### config.mk
export PLATFORM = sky130hd
export DESIGN_NAME = apb_rr_master_flat
export DESIGN_NICKNAME = d
export VERILOG_FILES = /design/src/rtl/apb_ctrl_pkg.sv /design/src/rtl/apb_rr_master_if.sv /design/src/rtl/rr_arbiter.sv /design/src/rtl/apb_rr_master.sv /design/src/flat_wrapper.sv
export SDC_FILE = /design/constraint.sdc
export NUM_CORES = 1
export LEC_CHECK = 0
export CORE_AREA = 2 2 151 94
export CTS_CLUSTER_DIAMETER = 60
export CTS_CLUSTER_SIZE = 40
export DETAILED_ROUTE_END_ITERATION = 8
export DIE_AREA = 0 0 153 96
export PLACE_DENSITY = 0.78
export SLEW_MARGIN = 25
export SYNTH_ARGS = -nofsm -noshare
export SYNTH_HDL_FRONTEND = slang
export SYNTH_SLANG_ARGS = --single-unit
### constraint.sdc
create_clock -name PCLK -period 2.6 [get_ports PCLK]
set_clock_uncertainty 0.05 [all_clocks]
set_input_delay 0.65 -clock PCLK [delete_from_list [all_inputs] [get_ports PCLK]]
set_output_delay 0.65 -clock PCLK [all_outputs]
set_load 0.01 [all_outputs]
### src/rtl/apb_ctrl_pkg.sv
// ---------------------------------------------------------------------------
// apb_ctrl_pkg
// Shared types for the round-robin APB requester.
//   state_t      : transfer FSM states (IDLE, SETUP, ACCESS, RESP)
//   apb_phase_t  : the PSEL/PENABLE pair driven in each bus phase
//   PHASE_*      : the three legal APB phase encodings
// No ports; imported by apb_rr_master.
// ---------------------------------------------------------------------------
package apb_ctrl_pkg;

   typedef enum logic [1:0] {
      IDLE   = 2'd0,
      SETUP  = 2'd1,
      ACCESS = 2'd2,
      RESP   = 2'd3
   } state_t;

   typedef struct packed {
      logic psel;
      logic penable;
   } apb_phase_t;

   localparam apb_phase_t PHASE_IDLE   = '{psel: 1'b0, penable: 1'b0};
   localparam apb_phase_t PHASE_SETUP  = '{psel: 1'b1, penable: 1'b0};
   localparam apb_phase_t PHASE_ACCESS = '{psel: 1'b1, penable: 1'b1};

endpackage

### src/rtl/apb_rr_master_if.sv
// ---------------------------------------------------------------------------
// apb_rr_master_if
// Bundles the client request/response signals and the APB bus of the
// round-robin APB requester.
//   Client side : req_valid, req_write, req_addr, req_wdata (to requester)
//                 req_ready, rsp_valid, rsp_rdata, rsp_err (from requester)
//   APB side    : PADDR, PSEL, PENABLE, PWRITE, PWDATA (from requester)
//                 PRDATA, PREADY, PSLVERR (from completer)
// Modports:
//   master : the requester (apb_rr_master)
//   slave  : the environment (clients plus APB completer)
// ---------------------------------------------------------------------------
interface apb_rr_master_if #(
   parameter int NUM_REQ    = 2,
   parameter int ADDR_WIDTH = 32,
   parameter int DATA_WIDTH = 32
);

   logic [NUM_REQ-1:0]            req_valid;
   logic [NUM_REQ-1:0]            req_write;
   logic [NUM_REQ*ADDR_WIDTH-1:0] req_addr;
   logic [NUM_REQ*DATA_WIDTH-1:0] req_wdata;
   logic [NUM_REQ-1:0]            req_ready;
   logic [NUM_REQ-1:0]            rsp_valid;
   logic [DATA_WIDTH-1:0]         rsp_rdata;
   logic                          rsp_err;

   logic [ADDR_WIDTH-1:0]         PADDR;
   logic                          PSEL;
   logic                          PENABLE;
   logic                          PWRITE;
   logic [DATA_WIDTH-1:0]         PWDATA;
   logic [DATA_WIDTH-1:0]         PRDATA;
   logic                          PREADY;
   logic                          PSLVERR;

   modport master (
      input  req_valid, req_write, req_addr, req_wdata,
      input  PRDATA, PREADY, PSLVERR,
      output req_ready, rsp_valid, rsp_rdata, rsp_err,
      output PADDR, PSEL, PENABLE, PWRITE, PWDATA
   );

   modport slave (
      output req_valid, req_write, req_addr, req_wdata,
      output PRDATA, PREADY, PSLVERR,
      input  req_ready, rsp_valid, rsp_rdata, rsp_err,
      input  PADDR, PSEL, PENABLE, PWRITE, PWDATA
   );

endinterface

### src/rtl/rr_arbiter.sv
// ---------------------------------------------------------------------------
// rr_arbiter
// Combinational round-robin arbiter: picks the first requesting client after
// the previously granted one, wrapping around to client 0.
// Ports:
//   req_i       in  NUM_REQ  request vector
//   lastGrant_i in  IDX_W    index of the previously granted client
//   grant_o     out NUM_REQ  one-hot grant (all zero when nobody requests)
//   grantIdx_o  out IDX_W    index of the granted client
//   anyReq_o    out 1        at least one client is requesting
// ---------------------------------------------------------------------------
module rr_arbiter #(
   parameter int NUM_REQ = 2,
   parameter int IDX_W   = (NUM_REQ > 1) ? $clog2(NUM_REQ) : 1
) (
   input  logic [NUM_REQ-1:0] req_i,
   input  logic [IDX_W-1:0]   lastGrant_i,
   output logic [NUM_REQ-1:0] grant_o,
   output logic [IDX_W-1:0]   grantIdx_o,
   output logic               anyReq_o
);

   logic [IDX_W-1:0] lowIdx;
   logic [IDX_W-1:0] highIdx;
   logic             highFound;

   // Two descending scans leave the lowest matching index in each result:
   // the lowest requester overall, and the lowest requester above the last
   // grant. The latter wins when it exists, otherwise the search wraps.
   always_comb begin
      lowIdx    = '0;
      highIdx   = '0;
      highFound = 1'b0;
      for (int i = NUM_REQ - 1; i >= 0; i--) begin
         if (req_i[i]) begin
            lowIdx = IDX_W'(i);
            if (IDX_W'(i) > lastGrant_i) begin
               highIdx   = IDX_W'(i);
               highFound = 1'b1;
            end
         end
      end
   end

   always_comb begin
      anyReq_o   = |req_i;
      grantIdx_o = highFound ? highIdx : lowIdx;
      grant_o    = '0;
      for (int i = 0; i < NUM_REQ; i++) begin
         grant_o[i] = anyReq_o && (grantIdx_o == IDX_W'(i));
      end
   end

endmodule

### src/rtl/apb_rr_master.sv
// ---------------------------------------------------------------------------
// apb_rr_master
// APB requester shared by NUM_REQ local clients. A round-robin arbiter picks
// one client, the FSM runs the APB SETUP and ACCESS phases, then returns read
// data and error status to that client with a one-cycle rsp_valid pulse.
// All outputs are registered.
// Ports:
//   PCLK    in  clock, all logic on the rising edge
//   PRESET  in  synchronous active-high reset
//   bus_io  apb_rr_master_if.master: client request/response and APB bus
// Configuration:
//   APB_TIMEOUT_EN  when defined, an ACCESS phase lasting TIMEOUT_CYCLES
//                   cycles without PREADY is abandoned and reported with
//                   rsp_err=1. When undefined, ACCESS waits for PREADY forever.
// ---------------------------------------------------------------------------
module apb_rr_master
   import apb_ctrl_pkg::*;
#(
   parameter int NUM_REQ        = 2,
   parameter int ADDR_WIDTH     = 32,
   parameter int DATA_WIDTH     = 32,
   parameter int TIMEOUT_CYCLES = 16
) (
   input  logic            PCLK,
   input  logic            PRESET,
   apb_rr_master_if.master bus_io
);

   localparam int IDX_W = (NUM_REQ > 1) ? $clog2(NUM_REQ) : 1;

   state_t                state_q,     state_d;
   logic [IDX_W-1:0]      lastGrant_q, lastGrant_d;
   logic [NUM_REQ-1:0]    reqReady_q,  reqReady_d;
   logic [NUM_REQ-1:0]    rspValid_q,  rspValid_d;
   logic [DATA_WIDTH-1:0] rspRdata_q,  rspRdata_d;
   logic                  rspErr_q,    rspErr_d;
   logic                  psel_q;
   logic                  penable_q;
   apb_phase_t            phase_d;
   logic [ADDR_WIDTH-1:0] paddr_q,     paddr_d;
   logic                  pwrite_q,    pwrite_d;
   logic [DATA_WIDTH-1:0] pwdata_q,    pwdata_d;

   logic [NUM_REQ-1:0]    grant;
   logic [IDX_W-1:0]      grantIdx;
   logic                  anyReq;
   logic                  tmoHit;

   rr_arbiter #(
      .NUM_REQ (NUM_REQ),
      .IDX_W   (IDX_W)
   ) uArbiter (
      .req_i       (bus_io.req_valid),
      .lastGrant_i (lastGrant_q),
      .grant_o     (grant),
      .grantIdx_o  (grantIdx),
      .anyReq_o    (anyReq)
   );

`ifdef APB_TIMEOUT_EN
   localparam int TMO_W = $clog2(TIMEOUT_CYCLES + 1);

   logic [TMO_W-1:0] tmoCnt_q;

   // Counts ACCESS cycles without PREADY; cleared whenever we are not in
   // ACCESS so every transfer starts its wait from zero.
   always_ff @(posedge PCLK) begin
      if (PRESET || (state_q != ACCESS)) begin
         tmoCnt_q <= '0;
      end else if (!bus_io.PREADY) begin
         tmoCnt_q <= tmoCnt_q + TMO_W'(1);
      end
   end

   // Fires on the last allowed ACCESS cycle; a PREADY in that same cycle
   // still completes the transfer normally.
   assign tmoHit = (state_q == ACCESS) && !bus_io.PREADY &&
                   (tmoCnt_q == TMO_W'(TIMEOUT_CYCLES - 1));
`else
   assign tmoHit = 1'b0;
`endif

   // State and output registers. Reset parks the FSM in IDLE with the last
   // grant on the highest client so client 0 wins the first arbitration.
   always_ff @(posedge PCLK) begin
      if (PRESET) begin
         state_q     <= IDLE;
         lastGrant_q <= IDX_W'(NUM_REQ - 1);
         reqReady_q  <= '0;
         rspValid_q  <= '0;
         rspRdata_q  <= '0;
         rspErr_q    <= 1'b0;
         psel_q      <= 1'b0;
         penable_q   <= 1'b0;
         paddr_q     <= '0;
         pwrite_q    <= 1'b0;
         pwdata_q    <= '0;
      end else begin
         state_q     <= state_d;
         lastGrant_q <= lastGrant_d;
         reqReady_q  <= reqReady_d;
         rspValid_q  <= rspValid_d;
         rspRdata_q  <= rspRdata_d;
         rspErr_q    <= rspErr_d;
         psel_q      <= phase_d.psel;
         penable_q   <= phase_d.penable;
         paddr_q     <= paddr_d;
         pwrite_q    <= pwrite_d;
         pwdata_q    <= pwdata_d;
      end
   end

   // Next-state logic: one pass through SETUP and RESP per transfer, ACCESS
   // held until the completer answers or the optional timeout expires.
   always_comb begin
      state_d = state_q;
      case (state_q)
         IDLE:    if (anyReq) state_d = SETUP;
         SETUP:   state_d = ACCESS;
         ACCESS:  if (bus_io.PREADY || tmoHit) state_d = RESP;
         RESP:    state_d = IDLE;
         default: state_d = IDLE;
      endcase
   end

   // Output logic: computes the registered outputs for the state being
   // entered. Payload registers hold their value in IDLE so the bus never
   // shows X between transfers.
   always_comb begin
      lastGrant_d = lastGrant_q;
      reqReady_d  = '0;
      rspValid_d  = '0;
      rspRdata_d  = '0;
      rspErr_d    = 1'b0;
      phase_d     = PHASE_IDLE;
      paddr_d     = paddr_q;
      pwrite_d    = pwrite_q;
      pwdata_d    = pwdata_q;
      case (state_q)
         IDLE: begin
            if (anyReq) begin
               reqReady_d  = grant;
               lastGrant_d = grantIdx;
               phase_d     = PHASE_SETUP;
               for (int i = 0; i < NUM_REQ; i++) begin
                  if (grant[i]) begin
                     paddr_d  = bus_io.req_addr[i*ADDR_WIDTH +: ADDR_WIDTH];
                     pwrite_d = bus_io.req_write[i];
                     pwdata_d = bus_io.req_write[i] ?
                                bus_io.req_wdata[i*DATA_WIDTH +: DATA_WIDTH] : '0;
                  end
               end
            end
         end
         SETUP: begin
            phase_d = PHASE_ACCESS;
         end
         ACCESS: begin
            if (bus_io.PREADY) begin
               for (int i = 0; i < NUM_REQ; i++) begin
                  rspValid_d[i] = (lastGrant_q == IDX_W'(i));
               end
               rspErr_d   = bus_io.PSLVERR;
               rspRdata_d = (!pwrite_q && !bus_io.PSLVERR) ? bus_io.PRDATA : '0;
            end else if (tmoHit) begin
               for (int i = 0; i < NUM_REQ; i++) begin
                  rspValid_d[i] = (lastGrant_q == IDX_W'(i));
               end
               rspErr_d = 1'b1;
            end else begin
               phase_d = PHASE_ACCESS;
            end
         end
         default: begin
         end
      endcase
   end

   assign bus_io.req_ready = reqReady_q;
   assign bus_io.rsp_valid = rspValid_q;
   assign bus_io.rsp_rdata = rspRdata_q;
   assign bus_io.rsp_err   = rspErr_q;
   assign bus_io.PADDR     = paddr_q;
   assign bus_io.PSEL      = psel_q;
   assign bus_io.PENABLE   = penable_q;
   assign bus_io.PWRITE    = pwrite_q;
   assign bus_io.PWDATA    = pwdata_q;

endmodule
### src/flat_wrapper.sv
// flat-port wrapper written by rule: the top's interface ports become plain ports
module apb_rr_master_flat import apb_ctrl_pkg::*;
#(
   parameter int NUM_REQ        = 2,
   parameter int ADDR_WIDTH     = 32,
   parameter int DATA_WIDTH     = 32,
   parameter int TIMEOUT_CYCLES = 16
)
  (PCLK, PRESET, bus_io_req_valid, bus_io_req_write, bus_io_req_addr, bus_io_req_wdata, bus_io_PRDATA, bus_io_PREADY, bus_io_PSLVERR, bus_io_req_ready, bus_io_rsp_valid, bus_io_rsp_rdata, bus_io_rsp_err, bus_io_PADDR, bus_io_PSEL, bus_io_PENABLE, bus_io_PWRITE, bus_io_PWDATA);
  apb_rr_master_if #(.NUM_REQ(NUM_REQ), .ADDR_WIDTH(ADDR_WIDTH), .DATA_WIDTH(DATA_WIDTH)) bus_io_i ();
  input  logic PCLK;
  input  logic PRESET;
  input wire logic [$bits(bus_io_i.req_valid)-1:0] bus_io_req_valid;
  input wire logic [$bits(bus_io_i.req_write)-1:0] bus_io_req_write;
  input wire logic [$bits(bus_io_i.req_addr)-1:0] bus_io_req_addr;
  input wire logic [$bits(bus_io_i.req_wdata)-1:0] bus_io_req_wdata;
  input wire logic [$bits(bus_io_i.PRDATA)-1:0] bus_io_PRDATA;
  input wire logic [$bits(bus_io_i.PREADY)-1:0] bus_io_PREADY;
  input wire logic [$bits(bus_io_i.PSLVERR)-1:0] bus_io_PSLVERR;
  output wire logic [$bits(bus_io_i.req_ready)-1:0] bus_io_req_ready;
  output wire logic [$bits(bus_io_i.rsp_valid)-1:0] bus_io_rsp_valid;
  output wire logic [$bits(bus_io_i.rsp_rdata)-1:0] bus_io_rsp_rdata;
  output wire logic [$bits(bus_io_i.rsp_err)-1:0] bus_io_rsp_err;
  output wire logic [$bits(bus_io_i.PADDR)-1:0] bus_io_PADDR;
  output wire logic [$bits(bus_io_i.PSEL)-1:0] bus_io_PSEL;
  output wire logic [$bits(bus_io_i.PENABLE)-1:0] bus_io_PENABLE;
  output wire logic [$bits(bus_io_i.PWRITE)-1:0] bus_io_PWRITE;
  output wire logic [$bits(bus_io_i.PWDATA)-1:0] bus_io_PWDATA;
  assign bus_io_i.req_valid = bus_io_req_valid;
  assign bus_io_i.req_write = bus_io_req_write;
  assign bus_io_i.req_addr = bus_io_req_addr;
  assign bus_io_i.req_wdata = bus_io_req_wdata;
  assign bus_io_i.PRDATA = bus_io_PRDATA;
  assign bus_io_i.PREADY = bus_io_PREADY;
  assign bus_io_i.PSLVERR = bus_io_PSLVERR;
  assign bus_io_req_ready = bus_io_i.req_ready;
  assign bus_io_rsp_valid = bus_io_i.rsp_valid;
  assign bus_io_rsp_rdata = bus_io_i.rsp_rdata;
  assign bus_io_rsp_err = bus_io_i.rsp_err;
  assign bus_io_PADDR = bus_io_i.PADDR;
  assign bus_io_PSEL = bus_io_i.PSEL;
  assign bus_io_PENABLE = bus_io_i.PENABLE;
  assign bus_io_PWRITE = bus_io_i.PWRITE;
  assign bus_io_PWDATA = bus_io_i.PWDATA;
  apb_rr_master #(.NUM_REQ(NUM_REQ), .ADDR_WIDTH(ADDR_WIDTH), .DATA_WIDTH(DATA_WIDTH), .TIMEOUT_CYCLES(TIMEOUT_CYCLES)) u_core (.PCLK(PCLK), .PRESET(PRESET), .bus_io(bus_io_i));
endmodule
==> reports/metrics.cfg, run 1 <==
[sta]
slew_viol_final = 0
setup_tns_ps = 0
max_freq_mhz = 468
tightest_slew_ps = 394
period_share_pct = 82.3
slew-limit-headroom_pct = 73.7
hold_viol_final = 0
setup_viol = 0
rsz0062_at_grt = no
period_needed_ps = 2140

[synth]
synth_area_leaders = dfxtp_1, a221o_1, nor3b_1, and2_1, and3_1
netlist.area_leader.share_pct = 54.7
syn_area_sq_um = 3910
syn-instance-count = 337
syn-num-nets = 509
yosysWarnings = 0
syn_area_per_cell_sq_um = 11.6
ys_ff_latch = 107
yosys.cell_types.count = 30
ys_seq_area_share_pct = 54.7
yosysTopAreaCell = dfxtp_1

[critical_path]
cp_slowest_cell = and2b_4
cpPeakStageDelay_ps = 470
critPathKind = in -> reg
path_delay_family = buffers and inverters
arrival_ps = 2370
cp_data_required_time_ps = 2840
worst-path-buf-inv = 2
critPathLaunchType = input pin
rrSetupSlack_ps = 600
crit_chain = clkdlybuf4s50_1 -> and2b_4 -> and4b_1 -> buf_4 -> a221o_1
cp_max_fo = 36
end_kind = flop

[die]
start_util_pct = 29.3
num_io_pins = 272
dieArea_sq_um = 14700
coreArea_sq_um = 13300
dieWidth_microns = 153
die_h_microns = 96
rows = 33

[routing]
final_antenna_net_count = 0
drc = 0
wirelength_microns = 12900
via_per_inst = 4.73
vias = 3665
drt_iter0_markers = 133
wire_per_inst_microns = 16.6
drtPass1Iterations = 5

[finish]
final_nets = 767
num_antenna_cells = 0
mostFrequentLayoutCells = clkdlybuf4s50_1, dfxtp_1, a221o_1
syn_to_final_growth_pct = 79.1
layout_commonest_cell = clkdlybuf4s50_1
stdcell_count = 775
drive_above_1_share_pct = 5.00
fill_cells = 1142

[clock_network]
cts_sinks = 107
postCtsHoldBufs = 0
cts_htree_levels = 3
post_cts.repair.setup_buffers = 0
cts_tree = done
clkLatencyLatePin_ps = 340
ctsLongestPathBuffers = 2
cts_resized = 0
clk_pin_slew_worst_paths_ps = 80
clockRootBuffer = clkbuf_16
cts_made_buffers = 9

[placement]
portBuffers = 271
gp_congestion = 0.787
place_hpwl_microns = 9890
dp.cells = 759

[pwr]
p_leak_nw = 2.75
power_density_nw_per_um2 = 749
peakVddDrop_uv = 360

[global_route]
grt_overflow = 0
grt_pass1_wl_microns = 19600
antenna_found_initial = 0
grt_max_degree = 37
grt_use_total_pct = 16.9
first_global_vias = 3770

[hold_path]
hold_path_class = reg -> reg

[job]
cap_violations = 0

[outcome]
status = complete, no violations

[per-stage QoR]
step / area, sq um / setup slack [ps] / total power (W) / hold WS [ps] / util, %
floorplan: 3910 / 866 / 0.00296 / 387 / -
CTS: 7010 / 500 / 0.00531 / 442 / 52.5
detailed placement: 6700 / 133 / 0.00393 / 422 / 50.3
global route: 7010 / 400 / 0.00551 / 455 / 52.5
finish: 7010 / 461 / 0.00525 / 439 / 52.5
global placement: 6700 / 188 / 0.00387 / 413 / 50.3
[final timing paths]
kind,startpoint,endpoint,cells after the start
max,PRESET,u_core.bus_io.PWDATA[3],5
min,u_core.bus_io.PADDR[8],u_core.bus_io.PADDR[8],1
max reg2reg,u_core.state_q[0],u_core.bus_io.PWDATA[3],6
min reg2reg,u_core.bus_io.PADDR[8],u_core.bus_io.PADDR[8],1
[synth_stat cells, drive strengths merged]
cell type  instances
dfxtp            107
a221o             64
and2              33
and3              33
nor3b             32
buf               26
clkbuf             6
nor2               6
inv                5
ha                 4
nor3               4
a21oi              3
mux2i              2
nand2              2
nor2b              2
a21boi             1
and2b              1
and3b              1
and4b              1
nand3b             1
o21a               1
o21ai              1
o221a              1
[routing by layer]
layer	track usage (%)	wire length, microns	vias up
met5	0	0	-
met2	30.0	6300	168
met1	19.6	5530	1706
li1	-	-	1781
met3	6.03	907	10
met4	4.94	128	0
[where the power goes]
part / total, W / switching (W) / internal, W / leakage [nW]
Clock: 0.00136 / 0.000671 / 0.000686 / 0.146
Sequential: 0.00210 / 0.000169 / 0.00193 / 0.873
Combinational: 0.00179 / 0.000776 / 0.00101 / 1.73
Total: 0.00525 / 0.00162 / 0.00363 / 2.75
[registers in the layout, indices dropped and copies added, names as in the netlist]
register / cells
u_core.bus_io.PENABLE: 1
u_core.bus_io.PWDATA: 32
u_core.lastGrant_q: 1
u_core.bus_io.req_ready: 2
u_core.bus_io.rsp_valid: 2
u_core.bus_io.PADDR: 32
u_core.bus_io.PWRITE: 1
u_core.state_q: 2
u_core.bus_io.rsp_rdata: 32
u_core.bus_io.PSEL: 1
u_core.bus_io.rsp_err: 1
[worst reg2reg max path, cell delays in order (launching register included)]
cell and delay (ps):
dfxtp_1 350, inv_1 90, ha_1 220, and2b_4 400, and4b_1 250, buf_4 330, a221o_1 250
[cell type report]
class	count	area (sq um)	area share [%]
timing repair buffer	279	2800	39.9
clock buffer	9	225	3.21
multi-input combinational	193	1530	21.8
sequential	107	2140	30.6
clock inverter	7	80.1	1.14
tap	175	219	3.12
inverter	5	18.8	0.268
[logic make-up after synthesis]
group / share of synthesized area [%]
AO/OA/AOI/OAI: 17.6
flip-flops: 54.7
multiplexers: 0.512
adder cells (fa/ha/maj): 1.28
buffers and inverters: 6.30
AND/OR/NAND/NOR: 19.5
No activity file was read; power rests on OpenSTA's default activity.
==> inputs of run 2 (changes only) <==
- clock period: 2.6 -> 2.1 ns (I/O delays scaled with it)
==> run 2 against run 1 <==
First-iteration DRC count rose by 37%. Via count rose by 1.5%. Clock power rose by 24%. Non-clock buffer count rose by 3. Register-to-register slack got worse by 280 ps. Worst setup slack got worse by 300 ps. Flip-flop and latch count did not move. Critical path depth fell by 4. Power rose by 26%. Design area rose by 1.0%. Die area did not move. Global-route usage barely moved. Largest cell class unchanged.
==> reports/metrics.cfg, run 2 (same netlist as run 1, synthesis figures left out) <==
[hold_path]
hold_path_class = reg -> reg

[sta]
period_share_pct = 92.2
slew_viol_final = 0  ; unchanged
setup_viol = 0  ; unchanged
setup_ws_ps = 163  ; -298 ps
tightest_slew_ps = 382  ; -12.3 ps
slew-limit-headroom_pct = 74.5  ; +0.82 points
hold_viol_final = 0  ; unchanged
rsz0062_at_grt = no
max_freq_mhz = 516
period_needed_ps = 1940
setup_tns_ps = 0  ; unchanged

[clock_network]
cts_resized = 0  ; unchanged
ctsLongestPathBuffers = 2  ; unchanged
cts_made_buffers = 9  ; unchanged
cts_sinks = 107  ; unchanged
clkLatencyLatePin_ps = 350  ; about the same
cts_tree = done
postCtsHoldBufs = 0  ; unchanged
cts_htree_levels = 3  ; unchanged
clk_pin_slew_worst_paths_ps = 80  ; about the same
post_cts.repair.setup_buffers = 0  ; unchanged
clockRootBuffer = clkbuf_16

[global_route]
grt_use_total_pct = 17.0  ; +0.048 points
grt.busiest_layer = met2
met3_usage_pct = 6.26  ; +0.23 points
met2_usage_pct = 28.8  ; -1.1 points
grt_max_degree = 36  ; -2.7%
antenna_found_initial = 0  ; unchanged
grt_pass1_wl_microns = 19700  ; +0.42%
grt_overflow = 0  ; unchanged
first_global_vias = 3798  ; +0.74%
met1_usage_pct = 19.9  ; +0.25 points

[routing]
via_per_inst = 4.78  ; +1.1%
drc = 0  ; unchanged
wire_per_inst_microns = 16.6  ; -0.24%
vias = 3719  ; +1.5%
drtPass1Iterations = 4  ; -1
final_antenna_net_count = 0  ; unchanged
drt_iter0_markers = 182  ; +37%
wirelength_microns = 12900  ; +0.15%

[critical_path]
critPathLaunchType = flop
cp_data_required_time_ps = 1520  ; -1320 ps
worst-path-buf-inv = 1  ; -1
critPathKind = reg -> out
end_kind = primary output
arrival_ps = 1360  ; -1010 ps
cp_max_fo = 3  ; -92%
path_delay_family = buffers and inverters
cp_slowest_cell = clkdlybuf4s50_1
cpPeakStageDelay_ps = 610  ; +140 ps
crit_chain = clkdlybuf4s50_1

[finish]
num_antenna_cells = 0  ; unchanged
syn_to_final_growth_pct = 80.9
fin_area_sq_um = 7080  ; +1.0%
final_nets = 770  ; +0.39%
layout_commonest_cell = clkdlybuf4s50_1
drive_above_1_share_pct = 5.47  ; +0.47 points
mostFrequentLayoutCells = clkdlybuf4s50_1, dfxtp_1, a221o_1
stdcell_count = 778  ; +0.39%

[die]
rows = 33  ; unchanged
dieArea_sq_um = 14700  ; unchanged
coreArea_sq_um = 13300  ; unchanged
num_io_pins = 272  ; unchanged
start_util_pct = 29.3  ; unchanged
dieWidth_microns = 153  ; unchanged
die_h_microns = 96  ; unchanged

[placement]
dpl_cell_area_sq_um = 6780  ; +1.1%
place_hpwl_microns = 9810  ; -0.83%
dp.cells = 762  ; +0.40%
gp_congestion = 0.794  ; +0.90%
portBuffers = 271  ; unchanged
dp_slack_ps = -34.0  ; -167 ps

[pwr]
power_density_nw_per_um2 = 932  ; +24%
peakVddDrop_uv = 633  ; +76%
p_leak_nw = 2.78  ; +0.98%
p_total_w = 0.00659  ; +26%

[outcome]
status = complete, no violations

[job]
cap_violations = 0  ; unchanged

[run 2: cell types whose count changed in the layout (fill, tap and decap cells not counted)]
cell,previous run,this run
clkinv_4,1,0
buf_12,2,6
inv_8,2,1
buf_4,6,5
inv_6,1,3
[run 2: stage by stage]
step / hold WS, ps / utilization (%)
6_report: 438 / 53.1
5_1_grt: 454 / 53.1
4_1_cts: 443 / 53.1
3_5_place_dp: 425 / 50.8
3_3_place_gp: 420 / 50.8
2_1_floorplan: 387 / -
[run 2: report_power, final]
group | switching [W] | total [W] | internal (W)
combinational | 0.000990 | 0.00231 | 0.00132
clock | 0.000843 | 0.00169 | 0.000848
sequential | 0.000199 | 0.00259 | 0.00239
total | 0.00203 | 0.00659 | 0.00456
[run 2: path summary, 6_finish.rpt]
| kind | start | end | slack (ps) | cells after the start |
|---|---|---|---|---|
| min | u_core.bus_io.PADDR[7] | u_core.bus_io.PADDR[7] | 440 | 1 |
| max reg2reg | u_core.state_q[0] | u_core.bus_io.PWDATA[31] | 320 | 6 |
| min reg2reg | u_core.bus_io.PADDR[7] | u_core.bus_io.PADDR[7] | 440 | 1 |
| max | u_core.bus_io.PWRITE | bus_io_PWRITE | 160 | 1 |
[run 2: routing by layer]
metal	part of all wire [%]	vias up
met3	8.1	22
li1	-	1787
met2	47	176
met4	2.6	0
met5	0	-
met1	42	1734
[run 2: area by class of cell]
class | count | area, sq um
fillers | 1168 | 6260
repair buffers | 282 | 2870
flip-flops and latches | 107 | 2140
multi-input cells | 193 | 1530
clock buffers | 9 | 225
well taps | 175 | 219
clock inverters | 7 | 77.6
inverters | 5 | 18.8
==> inputs of run 3 (changes only) <==
- CTS_BUF_LIST: default -> sky130_fd_sc_hd__clkbuf_8
==> run 3 against run 2 <==
Utilization decreased by 0.76 points. Maximum frequency decreased by 2.1%. Sequential share of layout area increased by 0.44 points. Design area decreased by 1.4%. Non-clock buffer count unchanged. Via count decreased by 0.35%. Global-route usage about the same. Die area unchanged. Worst setup slack got worse by 42 ps. Worst hold slack improved by 7.0 ps. Power decreased by 6.6%. Wire length decreased by 0.29%. Highest routed layer unchanged.
==> reports/metrics.cfg, run 3 (same netlist as run 1, synthesis figures left out) <==
[sta]
hold_viol_final = 0  ; unchanged
period_share_pct = 94.2  ; +2.0 points
slew_viol_final = 0  ; unchanged
max_freq_mhz = 505  ; -2.1%
slew-limit-headroom_pct = 74.4  ; -0.16 points
tightest_slew_ps = 385  ; +2.45 ps
rsz0062_at_grt = no
period_needed_ps = 1980  ; +42.0 ps
setup_viol = 0  ; unchanged

[finish]
drive_above_1_share_pct = 5.47  ; unchanged
num_antenna_cells = 0  ; unchanged
mostFrequentLayoutCells = clkdlybuf4s50_1, dfxtp_1, a221o_1
final_core_util_pct = 52.3  ; -0.76 points
layout_commonest_cell = clkdlybuf4s50_1
stdcell_count = 778  ; unchanged
syn_to_final_growth_pct = 78.3
final_nets = 770  ; unchanged

[global_route]
first_global_vias = 3794  ; -0.11%
grt_max_degree = 36  ; unchanged
grt_pass1_wl_microns = 19600  ; -0.14%
grt_overflow = 0  ; unchanged
antenna_found_initial = 0  ; unchanged
grt_use_total_pct = 16.9  ; -0.020 points

[routing]
vias = 3706  ; -0.35%
drt_iter0_markers = 178  ; -2.2%
drc = 0  ; unchanged
drtPass1Iterations = 4  ; unchanged
final_antenna_net_count = 0  ; unchanged
wirelength_microns = 12900  ; -0.29%
wire_per_inst_microns = 16.5  ; -0.29%
via_per_inst = 4.76  ; -0.35%

[critical_path]
path_delay_family = buffers and inverters
crit_start = u_core.bus_io.PWRITE
cp_slowest_cell = clkdlybuf4s50_1
arrival_ps = 1400  ; +40 ps
end_kind = primary output
cp_max_fo = 3  ; unchanged
cpPeakStageDelay_ps = 610  ; about the same
critPathKind = reg -> out
crit_chain = clkdlybuf4s50_1
cp_data_required_time_ps = 1520  ; about the same
r2r_start = u_core.state_q[0]
critPathLaunchType = flop
worst-path-buf-inv = 1  ; unchanged

[die]
start_util_pct = 29.3  ; unchanged
dieArea_sq_um = 14700  ; unchanged
rows = 33  ; unchanged
die_h_microns = 96  ; unchanged
dieWidth_microns = 153  ; unchanged
coreArea_sq_um = 13300  ; unchanged
num_io_pins = 272  ; unchanged

[clock_network]
clkLatencyLatePin_ps = 370  ; +20 ps
cts_tree = done
postCtsHoldBufs = 0  ; unchanged
cts_made_buffers = 9  ; unchanged
ctsLongestPathBuffers = 2  ; unchanged
cts_sinks = 107  ; unchanged
clk_pin_slew_worst_paths_ps = 120  ; +40 ps
post_cts.repair.setup_buffers = 0  ; unchanged
cts_htree_levels = 3  ; unchanged
clockRootBuffer = clkbuf_8
cts_resized = 0  ; unchanged

[pwr]
peakVddDrop_uv = 587  ; -7.2%
p_leak_nw = 2.73  ; -1.7%
power_density_nw_per_um2 = 883  ; -5.2%

[outcome]
status = complete, no violations

[placement]
place_hpwl_microns = 9810  ; unchanged
gp_congestion = 0.794  ; unchanged
dp.cells = 762  ; unchanged
portBuffers = 271  ; unchanged

[hold_path]
hold_path_class = reg -> reg
worstHoldStart = u_core.bus_io.PADDR[7]

[job]
cap_violations = 0  ; unchanged

run 3: power breakdown:
group / switching, W / leakage (nW) / internal, W
Clock: 0.000784 / 0.0983 / 0.000473
Combinational: 0.000990 / 1.76 / 0.00132
Sequential: 0.000200 / 0.873 / 0.00239
Total: 0.00197 / 2.73 / 0.00419
run 3: final timing paths:
kind                                                 end  slack [ps]  depth (start not counted)
worst max-delay path                       bus_io_PWRITE         120                          1
worst min-delay path              u_core.bus_io.PADDR[7]         450                          1
worst max register to register  u_core.bus_io.PWDATA[31]         310                          6
worst min register to register    u_core.bus_io.PADDR[7]         450                          1
run 3: stage by stage:
step	hold slack, ps	setup WS (ps)	TNS [ps]	instance area (sq um)	total power (W)
4_1_cts	451	98.6	0	6980	0.00623
3_5_place_dp	425	-34.0	-392	6780	0.00495
2_1_floorplan	387	375	0	3910	0.00367
6_report	445	121	0	6980	0.00616
5_1_grt	462	66.3	0	6980	0.00649
3_3_place_gp	420	23.1	0	6780	0.00488
run 3: per-layer routing:
metal	wire length [microns]	global-route usage, %
met5	0	0
met4	337	6.56
met3	1050	6.26
met2	5980	28.8
met1	5490	19.8
run 3: final cells by class:
| class | instances | area (sq um) |
|---|---|---|
| Clock buffer | 9 | 124 |
| Inverter | 5 | 18.8 |
| Tap cell | 175 | 219 |
| Timing Repair Buffer | 282 | 2870 |
| Multi-Input combinational cell | 193 | 1530 |
| Fill cell | 1182 | 6360 |
| Sequential cell | 107 | 2140 |
| Clock inverter | 7 | 77.6 |
